$ cat src/rtl/cute_arb_pkg.sv
// Shared types and constants for the mux select arbiter.
package cute_arb_pkg;

    typedef enum logic {
        ARB_IDLE  = 1'b0,
        ARB_GRANT = 1'b1
    } arb_state_t;

    localparam logic [3:0] SEL_IDLE      = 4'hF;
    localparam int         ARB_N_REQ_MAX = 10;

endpackage

$ cat src/rtl/mux_sel_arbiter_rr_pick.sv
// Round-robin picker: first set request at or after ptr, wrapping, optionally skipping one index.
module rr_pick #(
    parameter int N_REQ = 10,
    parameter int SEL_W = 4
) (
    input  logic [N_REQ-1:0] req,
    input  logic [SEL_W-1:0] ptr,
    input  logic             excl_en,
    input  logic [SEL_W-1:0] excl_idx,
    output logic             found,
    output logic [SEL_W-1:0] idx
);

    always_comb begin
        found = 1'b0;
        idx   = '0;
        for (int i = 0; i < N_REQ; i++) begin
            logic [SEL_W:0]   sum;
            logic [SEL_W-1:0] c;
            sum = {1'b0, ptr} + (SEL_W+1)'(i);
            if (sum >= (SEL_W+1)'(N_REQ))
                sum = sum - (SEL_W+1)'(N_REQ);
            c = sum[SEL_W-1:0];
            if (!found && req[c] && !(excl_en && c == excl_idx)) begin
                found = 1'b1;
                idx   = c;
            end
        end
    end

endmodule

$ cat src/rtl/mux_sel_arbiter.sv
// Round-robin owner of the 10:1 mux select; idle code 4'hF when nobody holds it.
// Optional hold-time limit with forced handover: define ARB_HOLD_LIMIT_EN.
module mux_sel_arbiter
    import cute_arb_pkg::*;
#(
    parameter int N_REQ    = 10,
    parameter int SEL_W    = 4,
    parameter int MAX_HOLD = 16
) (
    input  logic             clk,
    input  logic             rst_n,
    input  logic [N_REQ-1:0] req,
    output logic [N_REQ-1:0] gnt,
    output logic [SEL_W-1:0] sel,
    output logic             sel_valid,
    output logic             preempt
);

    arb_state_t       state, state_nxt;
    logic [SEL_W-1:0] ptr;
    logic             pick_found;
    logic [SEL_W-1:0] pick_idx;
    logic             owner_req;
    logic             take, go_idle, pre_nxt;

    // gnt is one-hot, so this is req[owner] without indexing by the idle code
    assign owner_req = |(req & gnt);

    rr_pick #(.N_REQ(N_REQ), .SEL_W(SEL_W)) u_pick (
        .req      (req),
        .ptr      (ptr),
        .excl_en  (state == ARB_GRANT),
        .excl_idx (sel),
        .found    (pick_found),
        .idx      (pick_idx)
    );

`ifdef ARB_HOLD_LIMIT_EN
    localparam int              HOLD_W    = $clog2(MAX_HOLD + 1);
    localparam logic [HOLD_W-1:0] HOLD_LAST = HOLD_W'(MAX_HOLD - 1);
    logic [HOLD_W-1:0] hold_cnt;

    always_ff @(posedge clk or negedge rst_n) begin
        if (!rst_n)
            hold_cnt <= '0;
        else if (take)
            hold_cnt <= '0;
        else if (state == ARB_GRANT && hold_cnt != HOLD_LAST)
            hold_cnt <= hold_cnt + HOLD_W'(1);
    end
`else
    logic unused_cfg;
    assign unused_cfg = ^MAX_HOLD;
`endif

    always_comb begin
        state_nxt = state;
        take      = 1'b0;
        go_idle   = 1'b0;
        pre_nxt   = 1'b0;
        case (state)
            ARB_IDLE: begin
                if (pick_found) begin
                    take      = 1'b1;
                    state_nxt = ARB_GRANT;
                end
            end
            ARB_GRANT: begin
                if (!owner_req) begin
                    if (pick_found) begin
                        take = 1'b1;
                    end else begin
                        go_idle   = 1'b1;
                        state_nxt = ARB_IDLE;
                    end
                end
`ifdef ARB_HOLD_LIMIT_EN
                // ptr already points past the owner, so the picker yields the next requester after k
                else if (hold_cnt == HOLD_LAST && pick_found) begin
                    take    = 1'b1;
                    pre_nxt = 1'b1;
                end
`endif
            end
            default: state_nxt = ARB_IDLE;
        endcase
    end

    always_ff @(posedge clk or negedge rst_n) begin
        if (!rst_n) begin
            state     <= ARB_IDLE;
            ptr       <= '0;
            gnt       <= '0;
            sel       <= SEL_W'(SEL_IDLE);
            sel_valid <= 1'b0;
            preempt   <= 1'b0;
        end else begin
            state   <= state_nxt;
            preempt <= pre_nxt;
            if (take) begin
                gnt       <= N_REQ'(1) << pick_idx;
                sel       <= pick_idx;
                sel_valid <= 1'b1;
                ptr       <= (pick_idx == SEL_W'(N_REQ - 1)) ? '0 : pick_idx + SEL_W'(1);
            end else if (go_idle) begin
                gnt       <= '0;
                sel       <= SEL_W'(SEL_IDLE);
                sel_valid <= 1'b0;
            end
        end
    end

endmodule

$ cat config.mk
export PLATFORM = sky130hd
export DESIGN_NAME = mux_sel_arbiter
export DESIGN_NICKNAME = d
export VERILOG_FILES = /design/src/rtl/cute_arb_pkg.sv /design/src/rtl/mux_sel_arbiter_rr_pick.sv /design/src/rtl/mux_sel_arbiter.sv
export SDC_FILE = /design/constraint.sdc
export NUM_CORES = 1
export LEC_CHECK = 0
export CORE_MARGIN = 4
export CORE_UTILIZATION = 35
export DETAILED_ROUTE_END_ITERATION = 6
export GPL_ROUTABILITY_DRIVEN = 0
export HOLD_SLACK_MARGIN = 0.05
export PLACE_DENSITY = 0.53
export SLEW_MARGIN = 40
export SYNTH_ARGS = -nofsm -noshare
export SYNTH_HDL_FRONTEND = slang
export SYNTH_HIERARCHICAL = 1
export SYNTH_SLANG_ARGS = --single-unit
$ cat constraint.sdc
create_clock -name clk -period 7.25 [get_ports clk]
set_input_delay 1.8125 -clock clk [delete_from_list [all_inputs] [get_ports clk]]
set_output_delay 1.8125 -clock clk [all_outputs]
set_load 0.03 [all_outputs]
== Word-level counts from Yosys, hierarchy flattened ==
Cells that the tools add are included.

* Output and inout port bits: 16
* Bits in registers: 20
* Bits in writable memories: 0
* Logic and storage cells: 174
* Bits of input ports: 12
* ROM bits: 0
* Memories: 0
* Latch bits: 0

* Equality and inequality tests: 11
* Order comparisons: 20
* Bitwise operators: 2
* Shift-type cells: 1
* Mux-type cells: 65
* Divide/modulo/power cells: 0
* Reduce and logical (&&, ||, !) cells: 50
* Multipliers: 0
* Add/subtract/negate cells: 20

{| class="wikitable"
|+ Operators by type and width
! kind !! number
|-
| two-way mux 4 bit || 23
|-
| less-than comparator 4 x 5 -> 1 bit, second input constant || 10
|-
| >= comparator 5 x 4 -> 1 bit, second input constant || 9
|-
| binary-select mux 1 bit (select 4 bit) || 10
|-
| equality test 4 bit || 10
|-
| subtractor 4 bit, second input constant || 10
|-
| logical AND 1 bit || 29
|-
| two-way mux 1 bit || 28
|-
| adder 4 x 3 -> 5 bit, second input constant || 4
|-
| two-way mux 10 bit || 2
|-
| zero test 1 bit || 19
|-
| adder 4 x 2 -> 5 bit, second input constant || 2
|-
| adder 4 x 4 -> 5 bit, second input constant || 2
|-
| bitwise AND 10 bit || 1
|-
| OR reduction 10 bit || 1
|-
| left shift 1 x 4 -> 10 bit, first input constant || 1
|-
| adder 4 x 1 -> 5 bit, second input constant || 1
|-
| adder 4 x 1 -> 4 bit, second input constant || 1
|-
| equality test 4 bit, second input constant || 1
|-
| >= comparator 4 bit, second input constant || 1
|-
| case mux 1 bit (2 select lines) || 2
|-
| nonzero test 2 bit || 1
|-
| inverter 1 bit || 1
|}

== Depth between registers and ports, before layout ==
Gate-level depths: netlist of the first run.

* Depth in word-level cells: 48
* Depth in mapped cells: 24
* Depth with buffers taken out: 18

== Hierarchy ==
Netlist of the first run, hierarchy kept.

{| class="wikitable"
|+ By module, submodules not included
! module !! seq. area each (um^2) !! times used !! cells an instance !! area an instance (um^2)
|-
| rr_pick || 0.0 || 1 || 474 || 3,513.4
|-
| mux_sel_arbiter || 505.5 || 1 || 83 || 940.9
|}

== Worst setup path before layout of the first run ==
OpenSTA, ideal clock, no wires.

* Path type: reg-to-reg
* Start point: register ptr[1]
* End point: register ptr[3]
* Period minus slack after synthesis: 5,747 ps
* Stages on the path, launching flop included: 23
* Path slack: 1,503 ps
* Setup time: 124 ps
* Arrival: 5,623 ps
* Path buffers: 5
* Data required time: 7,126 ps
* Path through: dfrtp_1 -> clkbuf_1 -> inv_1 -> clkbuf_1 -> ha_1 -> clkbuf_1 -> inv_1 -> clkbuf_1 -> ha_1 -> clkbuf_1 -> a21boi_1 -> o21ai_1 -> o311a_1 -> a311o_1 -> nand2_1 -> mux2_2 -> a211o_1 -> nor4_1 -> o22ai_1 -> and2_1 -> mux2_2 -> a22oi_1 -> o21ai_1

* Elaborated cells on any way between the ends: 143
* Classes of those cells: add/sub: 20; order compare: 10; eq/ne: 11; mux: 54; reduce/logical: 48

{| class="wikitable"
|+ RTL lines
! element !! RTL line !! RTL
|-
| start, declared || mux_sel_arbiter.sv:20 || <nowiki>logic [SEL_W-1:0] ptr;</nowiki>
|-
| start signal, assigned || mux_sel_arbiter.sv:104 || <nowiki>ptr <= (pick_idx == SEL_W'(N_REQ - 1)) ? '0 : pick_idx + SEL_W'(1);</nowiki>
|-
| parallel branches: the longest is 42 deep, another holds adder 4 x 1 -> 5 bit || n/a ||
|-
| two-way mux 4 bit * || mux_sel_arbiter_rr_pick.sv:24 || <nowiki>if (!found && req[c] && !(excl_en && c == excl_idx)) begin</nowiki>
|-
| named net pick_idx[1] || mux_sel_arbiter.sv:22 || <nowiki>logic [SEL_W-1:0] pick_idx;</nowiki>
|-
| adder 4 x 1 -> 4 bit / equality test 4 bit (equally long branches) || mux_sel_arbiter.sv:104 ||
|-
| two-way mux 4 bit * || mux_sel_arbiter.sv:104 ||
|}

Mark *: on every way through the listed nets, which the timed path passes. The select of a mux whose other input is x is not followed.
A chain may end at the register's enable or synchronous reset.

== Final worst setup path of the first run ==
* Start point: input req[1]
* End point: register ptr[2]

* Elaborated cells on any way between the ends: 76
* Classes of those cells: add/sub: 1; eq/ne: 1; mux: 44; bitwise: 1; reduce/logical: 29

{| class="wikitable"
|+ RTL lines
! element !! RTL line !! RTL
|-
| start, declared || mux_sel_arbiter.sv:12 || <nowiki>input logic [N_REQ-1:0] req,</nowiki>
|-
| binary-select mux 1 bit (select 4 bit) || mux_sel_arbiter_rr_pick.sv:24 ||
|-
| two-way mux 1 bit (implied by the code) || mux_sel_arbiter_rr_pick.sv:24 ||
|-
| logical AND 1 bit || mux_sel_arbiter_rr_pick.sv:24 ||
|-
| two-way mux 1 bit || mux_sel_arbiter_rr_pick.sv:24 ||
|-
| zero test 1 bit || mux_sel_arbiter_rr_pick.sv:24 ||
|-
| logical AND 1 bit (2 in a row) || mux_sel_arbiter_rr_pick.sv:24 ||
|-
| two-way mux 1 bit || mux_sel_arbiter_rr_pick.sv:24 ||
|-
| zero test 1 bit || mux_sel_arbiter_rr_pick.sv:24 ||
|-
| [... 24 more ...] || n/a ||
|-
| logical AND 1 bit (2 in a row) || mux_sel_arbiter_rr_pick.sv:24 ||
|-
| two-way mux 1 bit || mux_sel_arbiter_rr_pick.sv:24 ||
|-
| zero test 1 bit || mux_sel_arbiter_rr_pick.sv:24 ||
|-
| logical AND 1 bit (2 in a row) || mux_sel_arbiter_rr_pick.sv:24 ||
|-
| two-way mux 4 bit * || mux_sel_arbiter_rr_pick.sv:24 ||
|-
| named net pick_idx[1] || mux_sel_arbiter.sv:22 ||
|-
| adder 4 x 1 -> 4 bit / equality test 4 bit (equally long branches) || mux_sel_arbiter.sv:104 ||
|-
| two-way mux 4 bit * || mux_sel_arbiter.sv:104 ||
|}

The timed path passes the listed nets; every way through them passes the cells marked *. The select of a mux whose other input is x is not followed.

==> impl_metrics.prom, run 1 <==
# TYPE chip_impl_metric gauge
chip_impl_info{name="run_status",value="complete, no violations"} 1
chip_impl_metric{name="area_used_by_multi_input_combinational_logic",unit="sq um"} 3670
chip_impl_metric{name="place.port_buffers",unit=""} 26
chip_impl_metric{name="final.setup.tns",unit="ps"} 0
chip_impl_metric{name="vias_in_the_first_global_route",unit=""} 4309
chip_impl_info{name="setup.worst_path.start_class",value="primary input"} 1
chip_impl_metric{name="timing.fmax",unit="MHz"} 169
chip_impl_metric{name="delay_of_the_slowest_cell_on_the_worst_path",unit="ps"} 710
chip_impl_info{name="synthFlopType",value="dfrtp_1"} 1
chip_impl_metric{name="antenna_cells_inserted",unit=""} 0
chip_impl_metric{name="grtUsageTotal",unit="%"} 20.9
chip_impl_metric{name="clk_path_buf_depth",unit=""} 2
chip_impl_metric{name="grtUsageMet2",unit="%"} 34.2
chip_impl_metric{name="register_area",unit="sq um"} 507
chip_impl_metric{name="ios",unit=""} 28
chip_impl_info{name="cts_tree",value="done"} 1
chip_impl_metric{name="dpl_cell_area",unit="sq um"} 4790
chip_impl_metric{name="dr.pass1.iters",unit=""} 5
chip_impl_metric{name="finalMaxSlewViolations",unit=""} 0
chip_impl_metric{name="post_cts.resized_instances",unit=""} 0
chip_impl_metric{name="synthesis.instances",unit=""} 557
chip_impl_metric{name="worst-r2r-cell-count",unit=""} 19
chip_impl_metric{name="post_synth_num_cell_types",unit=""} 101
chip_impl_metric{name="grt_antenna_before_repair",unit=""} 0
chip_impl_metric{name="syn_avg_cell_area",unit="sq um"} 8.00
chip_impl_metric{name="die-height",unit="microns"} 121
chip_impl_metric{name="placement_rows",unit=""} 40
chip_impl_metric{name="final.setup_skew",unit="ps"} 1.84
chip_impl_metric{name="number_of_enable_type_register_cells_in_the_synthesized_netlist",unit=""} 0
chip_impl_info{name="cells_along_the_critical_path",value="clkdlybuf4s50_1 -> mux2i_1 -> mux2i_1 -> nand2_1 -> o311a_1 -> o41ai_2 -> inv_1 -> nand4_1 -> nor4_4 -> nor4_1 -> o22ai_1 -> nor2_1 -> nand3_1 -> nor3b_2 -> a21o_1"} 1
chip_impl_metric{name="holdBufCountCts",unit=""} 0
chip_impl_metric{name="cts.clk_slew.worst_paths",unit="ps"} 50
chip_impl_metric{name="detailed_place_hpwl",unit="mm"} 12.2
chip_impl_info{name="setup_cp_type",value="primary input to flop"} 1
chip_impl_metric{name="critPathArrivalTime",unit="ps"} 6050
chip_impl_info{name="crit_path_capture_type",value="flop"} 1
chip_impl_metric{name="r2r_setup_slack",unit="ps"} 1350
chip_impl_metric{name="grt_max_degree",unit=""} 38
chip_impl_info{name="crit_path_top_delay_cell",value="o41ai_2"} 1
chip_impl_metric{name="clkLatencyLatePin",unit="ps"} 250
chip_impl_metric{name="maxCapViolCount",unit=""} 0
chip_impl_metric{name="timing.hold.worst_path_depth",unit=""} 2
chip_impl_metric{name="detail_route.wirelength",unit="mm"} 15.7
chip_impl_metric{name="antenna_left",unit=""} 0
chip_impl_metric{name="critPathMaxFanout",unit=""} 7
chip_impl_metric{name="final_net_count",unit=""} 598
chip_impl_metric{name="vias",unit=""} 4628
chip_impl_metric{name="wire_length_of_the_first_global_routing_pass",unit="mm"} 24.3
chip_impl_metric{name="fillers",unit=""} 1291
chip_impl_metric{name="floorplan.die.width",unit="microns"} 121
chip_impl_info{name="setup_repair_after_global_routing_missed_its_margin",value="no"} 1
chip_impl_metric{name="globalRouteMet3Util",unit="%"} 2.01
chip_impl_info{name="min-delay-path-class",value="flop to flop"} 1
chip_impl_metric{name="synthesis.area",unit="sq um"} 4450
chip_impl_metric{name="yosysWarnings",unit=""} 6
chip_impl_metric{name="drt_iter0_drc",unit=""} 438
chip_impl_metric{name="initial_core_util",unit="%"} 36.5
chip_impl_info{name="cts-root-buf",value="clkbuf_16"} 1
chip_impl_info{name="layout_commonest_cell",value="nand2_1"} 1
chip_impl_metric{name="final_layout_size_suffix_gt1_share",unit="%"} 12.5
chip_impl_metric{name="slew_headroom",unit="%"} 36.0
chip_impl_metric{name="transition_time_of_the_tightest_slew_check_pin",unit="ps"} 954
chip_impl_metric{name="post-route-min-period",unit="ps"} 5910
chip_impl_metric{name="cts-buffers-inserted",unit=""} 3
chip_impl_metric{name="die_area",unit="sq um"} 14600
chip_impl_metric{name="placed_cells",unit=""} 724
chip_impl_info{name="worst_hold_startpoint",value="sel[0]$_DFFE_PN1P_"} 1
chip_impl_metric{name="dp_worst_setup_slack",unit="ps"} 1160
chip_impl_metric{name="detailed_route_vias_per_instance",unit=""} 6.35
chip_impl_info{name="grt_busiest_layer",value="met2"} 1
chip_impl_metric{name="finalHoldViolCount",unit=""} 0
chip_impl_metric{name="detail_route.drc_violations",unit=""} 0
chip_impl_metric{name="synth.net_count",unit=""} 593
chip_impl_metric{name="grt_util_met1",unit="%"} 29.1
chip_impl_info{name="critPathMostFrequentCell",value="mux2i_1"} 1
chip_impl_metric{name="synth-seq-cells",unit=""} 20
chip_impl_metric{name="cts-htree-levels",unit=""} 1
chip_impl_metric{name="final.period_utilization",unit="%"} 81.5
chip_impl_metric{name="final_non_filler_cells",unit=""} 729
chip_impl_metric{name="yosysSeqAreaShare",unit="%"} 11.3
chip_impl_info{name="worstHoldEndpoint",value="sel[0]$_DFFE_PN1P_"} 1
chip_impl_info{name="worstReg2RegEnd",value="ptr[2]$_DFFE_PN0P_"} 1
chip_impl_info{name="most-common-layout-cells",value="nand2_1 (39), nor2_1 (33), a21oi_1 (29)"} 1
chip_impl_metric{name="required_worst_endpoint",unit="ps"} 7390
chip_impl_metric{name="setup-violations-final",unit=""} 0
chip_impl_info{name="r2r-start",value="ptr[1]$_DFFE_PN0P_"} 1
chip_impl_metric{name="global_route.overflow_total",unit=""} 0
chip_impl_metric{name="async_reset_ff_share",unit="%"} 100
chip_impl_metric{name="layout_setup_ws",unit="ps"} 1340
chip_impl_metric{name="syn2layout_area_growth",unit="%"} 9.66
chip_impl_metric{name="postCtsSetupBuffers",unit=""} 0
chip_impl_metric{name="placeableCoreArea",unit="sq um"} 12200
chip_impl_metric{name="detail_route.wl_per_cell",unit="microns"} 21.5
chip_impl_metric{name="clock_sink_count",unit=""} 20
chip_impl_metric{name="final_design_area_no_fill",unit="sq um"} 4880
[cells in the mapped netlist (9+ instances only)]
cell type,instances,area [sq um]
nand2_1,39,146
nor2_1,33,124
a21oi_1,29,145
xnor2_1,28,245
mux2i_1,25,250
ha_1,23,288
o21ai_0,23,115
inv_1,21,78.8
clkbuf_1,19,71.3
nor3_1,18,90.1
dfrtp_1,16,400
a211oi_1,14,105
mux2_2,13,146
nor2b_1,11,68.8
a21o_1,10,75.1
a22oi_1,9,67.6
and2_1,9,56.3
nand2b_1,9,56.3
nand3_1,9,45.0
[area by class of cell]
cell class,count,area share [%]
multi-input combinational,478,75.2
sequential,20,10.4
timing repair buffer,33,6.25
tap,168,4.30
inverter,26,2.05
clock buffer,4,1.82
[critical path: cells and delay by family]
kind / cells / cell delay (ps)
buffers and inverters: 2 / 830
multiplexers: 2 / 520
AO/OA/AOI/OAI: 4 / 1320
AND/OR/NAND/NOR: 7 / 1580
[cells by family (layout without fill, tap and decap cells)]
kind of cell    Yosys count  in the layout  share of synthesized area (%)
fa+ha+maj                24             24                           6.91
buf+inv                  59             63                           6.24
simple gates            178            178                           22.7
flops                    20             20                           11.3
other cells               1              1                         0.0842
xor+xnor                 36             36                           7.92
mux                      42             42                           10.8
compound gates          197            197                           34.1
[registers in the layout, indices dropped and copies added (netlist names)]
signal and count:
gnt 10, ptr 4, sel 4, sel_valid 1, state 1
[layer usage]
| metal | part of all wire [%] | vias up |
|---|---|---|
| li1 | - | 2146 |
| met1 | 44 | 2221 |
| met5 | 0 | - |
| met3 | 7.1 | 40 |
| met2 | 46 | 221 |
| met4 | 2.9 | 0 |
[per-stage QoR]
step,utilization (%),hold WS (ps)
floorplan,-,526
global placement,39.3,494
detailed placement,39.2,488
CTS,39.9,497
global route,40.0,518
finish,40.0,490
[worst max-delay path by stage]
stage                              end  slack (ps)  cells after the start          startpoint
finish              ptr[2]$_DFFE_PN0P_        1340                     15              req[1]
global route        ptr[2]$_DFFE_PN0P_        1030                     19  ptr[1]$_DFFE_PN0P_
CTS                 ptr[2]$_DFFE_PN0P_        1380                     16  ptr[2]$_DFFE_PN0P_
detailed placement  ptr[2]$_DFFE_PN0P_        1160                     15              req[6]
global placement    ptr[3]$_DFFE_PN0P_        1220                     15              req[1]
floorplan           ptr[3]$_DFFE_PN0P_        1500                     22  ptr[1]$_DFFE_PN0P_
Power of run 1 is not shown: default switching activity piles up to over one toggle a cycle in this logic, so the estimate is an artifact.
==> run 2, diff against run 1 <==
--- a/config.mk
+++ b/config.mk
@@ -10,7 +10,7 @@
 export DETAILED_ROUTE_END_ITERATION = 6
 export GPL_ROUTABILITY_DRIVEN = 0
 export HOLD_SLACK_MARGIN = 0.05
-export PLACE_DENSITY = 0.53
+export PLACE_DENSITY = 0.55
 export SLEW_MARGIN = 40
 export SYNTH_ARGS = -nofsm -noshare
 export SYNTH_HDL_FRONTEND = slang
==> constraint.sdc (replaced) <==
create_clock -name clk -period 5.35 [get_ports clk]
set_input_delay 1.3375 -clock clk [delete_from_list [all_inputs] [get_ports clk]]
set_output_delay 1.3375 -clock clk [all_outputs]
set_load 0.03 [all_outputs]
==> impl_metrics.prom, run 2 (synthesized netlist as in run 1, its figures left out) <==
# TYPE chip_impl_metric gauge
chip_impl_metric{name="cts-buffers-inserted",unit=""} 3
chip_impl_metric{name="worst_hold_slack",unit="ps"} 483
chip_impl_metric{name="fillers",unit=""} 1257
chip_impl_metric{name="maxCapViolCount",unit=""} 0
chip_impl_info{name="top_registers",value="gnt x10, ptr x4, sel x4"} 1
chip_impl_info{name="layout_commonest_cell",value="nand2_1"} 1
chip_impl_metric{name="slew_headroom",unit="%"} 50.8
chip_impl_info{name="worstReg2RegEnd",value="ptr[2]$_DFFE_PN0P_"} 1
chip_impl_metric{name="detail_route.drc_violations",unit=""} 1
chip_impl_metric{name="global_route.overflow_total",unit=""} 0
chip_impl_metric{name="critPathMaxFanout",unit=""} 18
chip_impl_metric{name="placeableCoreArea",unit="sq um"} 12200
chip_impl_metric{name="die-height",unit="microns"} 121
chip_impl_metric{name="die_area",unit="sq um"} 14600
chip_impl_metric{name="dpl_cell_area",unit="sq um"} 4980
chip_impl_metric{name="final_layout_size_suffix_gt1_share",unit="%"} 17.4
chip_impl_metric{name="finish.utilization",unit="%"} 42.1
chip_impl_metric{name="drt_iter0_drc",unit=""} 643
chip_impl_metric{name="delay_of_the_slowest_cell_on_the_worst_path",unit="ps"} 600
chip_impl_metric{name="cts-htree-levels",unit=""} 1
chip_impl_metric{name="place.port_buffers",unit=""} 26
chip_impl_metric{name="largest_register_ff_count",unit=""} 10
chip_impl_metric{name="grt_max_degree",unit=""} 40
chip_impl_info{name="most-common-layout-cells",value="nand2_1 (39), nor2_1 (33), buf_4 (31)"} 1
chip_impl_info{name="run_status",value="complete, but fails checks"} 1
chip_impl_metric{name="floorplan.die.width",unit="microns"} 121
chip_impl_metric{name="wire_length_of_the_first_global_routing_pass",unit="mm"} 25.7
chip_impl_metric{name="postCtsSetupBuffers",unit=""} 0
chip_impl_info{name="failed_checks",value="design-rule violations"} 1
chip_impl_info{name="crit_path_capture_type",value="flop"} 1
chip_impl_metric{name="syn2layout_area_growth",unit="%"} 15.4
chip_impl_metric{name="cts.clk_slew.worst_paths",unit="ps"} 60
chip_impl_metric{name="antenna_cells_inserted",unit=""} 0
chip_impl_metric{name="timing.hold.worst_path_depth",unit=""} 2
chip_impl_metric{name="final.period_utilization",unit="%"} 96.0
chip_impl_metric{name="vias_in_the_first_global_route",unit=""} 4519
chip_impl_metric{name="critPathArrivalTime",unit="ps"} 5330
chip_impl_info{name="cells_along_the_critical_path",value="inv_1 -> buf_4 -> ha_1 -> a21boi_1 -> xnor2_1 -> mux2i_1 -> xnor2_1 -> a211oi_1 -> a211oi_4 -> a2111oi_0 -> o31ai_1 -> a21oi_1 -> o21ai_1 -> inv_1 -> ha_1 -> nor3b_2 -> a21o_1"} 1
chip_impl_metric{name="grt_antenna_before_repair",unit=""} 0
chip_impl_metric{name="placement_rows",unit=""} 40
chip_impl_info{name="regMostFlops",value="gnt"} 1
chip_impl_metric{name="transition_time_of_the_tightest_slew_check_pin",unit="ps"} 733
chip_impl_metric{name="worst-r2r-cell-count",unit=""} 17
chip_impl_metric{name="antenna_left",unit=""} 0
chip_impl_metric{name="clk_path_buf_depth",unit=""} 2
chip_impl_info{name="worst_hold_startpoint",value="sel[0]$_DFFE_PN1P_"} 1
chip_impl_metric{name="final.setup_skew",unit="ps"} 7.92
chip_impl_metric{name="timing.fmax",unit="MHz"} 195
chip_impl_info{name="r2r-start",value="ptr[1]$_DFFE_PN0P_"} 1
chip_impl_metric{name="clkLatencyLatePin",unit="ps"} 250
chip_impl_metric{name="r2r_setup_slack",unit="ps"} 210
chip_impl_info{name="min-delay-path-class",value="flop to flop"} 1
chip_impl_metric{name="detail_route.wl_per_cell",unit="microns"} 22.1
chip_impl_metric{name="initial_core_util",unit="%"} 36.5
chip_impl_metric{name="final_design_area_no_fill",unit="sq um"} 5140
chip_impl_metric{name="setup-violations-final",unit=""} 0
chip_impl_metric{name="detail_route.wirelength",unit="mm"} 16.7
chip_impl_metric{name="post-route-min-period",unit="ps"} 5140
chip_impl_info{name="cts_tree",value="done"} 1
chip_impl_metric{name="required_worst_endpoint",unit="ps"} 5540
chip_impl_metric{name="ios",unit=""} 28
chip_impl_info{name="crit_path_top_delay_cell",value="mux2i_1"} 1
chip_impl_info{name="setup.worst_path.start_class",value="flop"} 1
chip_impl_metric{name="dr.pass1.iters",unit=""} 7
chip_impl_metric{name="detailed_place_hpwl",unit="mm"} 13.0
chip_impl_info{name="cts-root-buf",value="clkbuf_16"} 1
chip_impl_metric{name="grtUsageTotal",unit="%"} 22.2
chip_impl_metric{name="finalMaxSlewViolations",unit=""} 0
chip_impl_metric{name="detailed_route_vias_per_instance",unit=""} 6.43
chip_impl_info{name="worstHoldEndpoint",value="sel[0]$_DFFE_PN1P_"} 1
chip_impl_metric{name="final_net_count",unit=""} 623
chip_impl_metric{name="vias",unit=""} 4851
chip_impl_metric{name="clock_sink_count",unit=""} 20
chip_impl_metric{name="finalHoldViolCount",unit=""} 0
chip_impl_info{name="setup_cp_type",value="flop to flop"} 1
[run 2: worst max-delay path, delay by kind of cell (launching register included)]
kind,cells,cell delay [ps]
and+or+nand+nor,1,170
muxes,1,600
DFF,1,530
AOI/OAI and AO/OA,8,1910
buffers and inverters,3,520
adders and majority gates,2,600
xor gates and xnor gates,2,730
[run 2: layout make-up]
class	count	area, sq um	share of cell area, %
well taps	168	210	4.09
repair buffers	58	493	9.59
clock buffers	3	75.1	1.46
clock inverters	1	30.0	0.584
multi-input cells	478	3720	72.5
flip-flops and latches	20	507	9.86
inverters	26	100	1.95
[run 2: worst max path at each step]
stage,depth (start not counted),to,slack (ps),start
2_1_floorplan,22,ptr[3]$_DFFE_PN0P_,40,ptr[1]$_DFFE_PN0P_
3_3_place_gp,16,ptr[3]$_DFFE_PN0P_,60,req[1]
3_5_place_dp,17,ptr[2]$_DFFE_PN0P_,50,req[1]
4_1_cts,17,ptr[2]$_DFFE_PN0P_,180,ptr[1]$_DFFE_PN0P_
5_1_grt,17,ptr[2]$_DFFE_PN0P_,-4,ptr[1]$_DFFE_PN0P_
6_report,17,ptr[2]$_DFFE_PN0P_,210,ptr[1]$_DFFE_PN0P_
[run 2: stage by stage]
stage | setup TNS (ps) | cells | setup slack, ps
after floorplan | 0 | 557 | 41.7
after global placement | 0 | 749 | 64.2
after detailed placement | 0 | 749 | 48.0
after CTS | 0 | 753 | 177
after global routing | -4.01 | 754 | -4.01
final | 0 | 754 | 215
[run 2: timing repair]
action / CTS / global route
setup endpoints to repair: 0 / 6
endpoints found under the hold margin: 0 / 0
hold buffers: 0 / 0
resized for setup: 0 / 9
[run 2: per-layer routing]
layer | vias up | track usage [%] | share of wire [%]
li1 | 2197 | - | -
met1 | 2300 | 30.7 | 43
met2 | 310 | 34.5 | 44
met3 | 44 | 4.26 | 9.9
met4 | 0 | 7.29 | 3.4
met5 | - | 0 | 0
Power of run 2 is left out for the same reason.
==> run 3, diff against run 2 <==
--- a/config.mk
+++ b/config.mk
@@ -10,7 +10,8 @@
 export DETAILED_ROUTE_END_ITERATION = 6
 export GPL_ROUTABILITY_DRIVEN = 0
 export HOLD_SLACK_MARGIN = 0.05
-export PLACE_DENSITY = 0.55
+export PLACE_DENSITY = 0.53
+export SKIP_LAST_GASP = 1
 export SLEW_MARGIN = 40
 export SYNTH_ARGS = -nofsm -noshare
 export SYNTH_HDL_FRONTEND = slang
==> constraint.sdc (replaced) <==
create_clock -name clk -period 6.45 [get_ports clk]
set_input_delay 1.6125 -clock clk [delete_from_list [all_inputs] [get_ports clk]]
set_output_delay 1.6125 -clock clk [all_outputs]
set_load 0.03 [all_outputs]
==> impl_metrics.prom, run 3 (synthesized netlist as in run 1, its figures left out) <==
# TYPE chip_impl_metric gauge
chip_impl_metric{name="detailed_place_hpwl",unit="mm"} 12.1
chip_impl_metric{name="place.port_buffers",unit=""} 26
chip_impl_metric{name="antenna_left",unit=""} 0
chip_impl_info{name="layout_commonest_cell",value="nand2_1"} 1
chip_impl_metric{name="placement_rows",unit=""} 40
chip_impl_metric{name="transition_time_of_the_tightest_slew_check_pin",unit="ps"} 779
chip_impl_metric{name="ios",unit=""} 28
chip_impl_metric{name="detail_route.wl_per_cell",unit="microns"} 21.6
chip_impl_metric{name="holdBufCountCts",unit=""} 0
chip_impl_metric{name="clock_sink_count",unit=""} 20
chip_impl_metric{name="grt_antenna_before_repair",unit=""} 0
chip_impl_metric{name="vias_in_the_first_global_route",unit=""} 4237
chip_impl_metric{name="final.period_utilization",unit="%"} 92.0
chip_impl_metric{name="worst_hold_slack",unit="ps"} 491
chip_impl_metric{name="clkLatencyLatePin",unit="ps"} 250
chip_impl_metric{name="finish.utilization",unit="%"} 40.3
chip_impl_info{name="most-common-layout-cells",value="nand2_1 (39), nor2_1 (33), a21oi_1 (29)"} 1
chip_impl_metric{name="antenna_cells_inserted",unit=""} 0
chip_impl_metric{name="grtUsageTotal",unit="%"} 21.1
chip_impl_info{name="cts-root-buf",value="clkbuf_16"} 1
chip_impl_metric{name="die_area",unit="sq um"} 14600
chip_impl_metric{name="grt_max_degree",unit=""} 40
chip_impl_metric{name="final.setup.tns",unit="ps"} 0
chip_impl_info{name="top_registers",value="gnt x10, ptr x4, sel x4"} 1
chip_impl_metric{name="cts.clk_slew.worst_paths",unit="ps"} 60
chip_impl_info{name="cts_tree",value="done"} 1
chip_impl_metric{name="final_layout_size_suffix_gt1_share",unit="%"} 13.1
chip_impl_info{name="setup_cp_type",value="flop to flop"} 1
chip_impl_metric{name="syn2layout_area_growth",unit="%"} 10.4
chip_impl_metric{name="initial_core_util",unit="%"} 36.5
chip_impl_info{name="min-delay-path-class",value="flop to flop"} 1
chip_impl_metric{name="detail_route.wirelength",unit="mm"} 15.8
chip_impl_metric{name="maxCapViolCount",unit=""} 0
chip_impl_metric{name="detailed_route_vias_per_instance",unit=""} 6.25
chip_impl_metric{name="final_design_area_no_fill",unit="sq um"} 4920
chip_impl_metric{name="die-height",unit="microns"} 121
chip_impl_metric{name="finalMaxSlewViolations",unit=""} 0
chip_impl_metric{name="setup-violations-final",unit=""} 0
chip_impl_metric{name="floorplan.die.width",unit="microns"} 121
chip_impl_metric{name="post-route-min-period",unit="ps"} 5930
chip_impl_metric{name="slew_headroom",unit="%"} 46.7
chip_impl_metric{name="global_route.overflow_total",unit=""} 0
chip_impl_metric{name="critPathMaxFanout",unit=""} 14
chip_impl_metric{name="post_cts.resized_instances",unit=""} 0
chip_impl_info{name="setup_repair_after_global_routing_missed_its_margin",value="no"} 1
chip_impl_metric{name="drt_iter0_drc",unit=""} 442
chip_impl_metric{name="required_worst_endpoint",unit="ps"} 6640
chip_impl_info{name="crit_path_capture_type",value="flop"} 1
chip_impl_info{name="setup.worst_path.start_class",value="flop"} 1
chip_impl_info{name="run_status",value="complete, no violations"} 1
chip_impl_metric{name="critPathArrivalTime",unit="ps"} 6120
chip_impl_metric{name="postCtsSetupBuffers",unit=""} 0
chip_impl_metric{name="cts-htree-levels",unit=""} 1
chip_impl_metric{name="final.setup_skew",unit="ps"} 1.25
chip_impl_metric{name="vias",unit=""} 4581
chip_impl_metric{name="clk_path_buf_depth",unit=""} 2
chip_impl_metric{name="placeableCoreArea",unit="sq um"} 12200
chip_impl_metric{name="final_net_count",unit=""} 602
chip_impl_metric{name="timing.fmax",unit="MHz"} 169
chip_impl_metric{name="wire_length_of_the_first_global_routing_pass",unit="mm"} 24.5
chip_impl_metric{name="detail_route.drc_violations",unit=""} 0
chip_impl_metric{name="largest_register_ff_count",unit=""} 10
chip_impl_metric{name="dr.pass1.iters",unit=""} 5
chip_impl_metric{name="cts-buffers-inserted",unit=""} 3
chip_impl_info{name="regMostFlops",value="gnt"} 1
chip_impl_metric{name="dpl_cell_area",unit="sq um"} 4820
chip_impl_metric{name="finalHoldViolCount",unit=""} 0
-- run 3: changes by cell type in the layout (fill, tap and decap cells not counted), sizes merged --
cell / delta
bufinv: -1
buf: -22
clkbuf: +2
-- run 3: layout make-up --
type,instances,area (sq um)
Timing Repair Buffer,37,335
Clock buffer,4,88.8
Sequential cell,20,507
Multi-Input combinational cell,478,3680
Inverter,26,100
Fill cell,1280,7290
Tap cell,168,210
-- run 3: metal layers --
metal  GRT usage, %  part of all wire, %  vias up
li1               -                    -     2151
met1           30.1                   45     2200
met2           33.6                   46      207
met3           2.43                  6.9       23
met4           5.59                  2.1        0
met5              0                    0        -
-- run 3: through the flow --
step | setup slack (ps) | cells
CTS | 619 | 732
floorplan | 703 | 557
detailed placement | 496 | 728
global placement | 571 | 728
finish | 518 | 733
global route | 99.6 | 733
-- run 3: critical path, cell delays in order (launching register included) --
cell and delay [ps]:
dfrtp_1 610, inv_1 340, ha_1 380, inv_1 400, ha_1 360, nor2_1 110, mux2_4 290, or4_4 510
a22oi_2 140, a32oi_1 240, clkbuf_2 240, or3_4 380, nor4_4 380, nor4_1 130, o22ai_1 550, and2_1 270
ha_1 260, nor3b_2 170, a21o_1 100
-- run 3: worst paths after layout --
| path | to | start | cells past startpoint | slack, ps |
|---|---|---|---|---|
| hold reg to reg | sel[0]$_DFFE_PN1P_ | sel[0]$_DFFE_PN1P_ | 2 | 490 |
| min in group asynchronous | gnt[6]$_DFFE_PN0P_ | rst_n | 1 | 1300 |
| setup reg to reg | ptr[2]$_DFFE_PN0P_ | ptr[1]$_DFFE_PN0P_ | 18 | 520 |
| hold / removal | sel[0]$_DFFE_PN1P_ | sel[0]$_DFFE_PN1P_ | 2 | 490 |
| max in group asynchronous | sel[0]$_DFFE_PN1P_ | rst_n | 1 | 4810 |
| setup / recovery | ptr[2]$_DFFE_PN0P_ | ptr[1]$_DFFE_PN0P_ | 18 | 520 |
Power of run 3 is left out for the same reason.
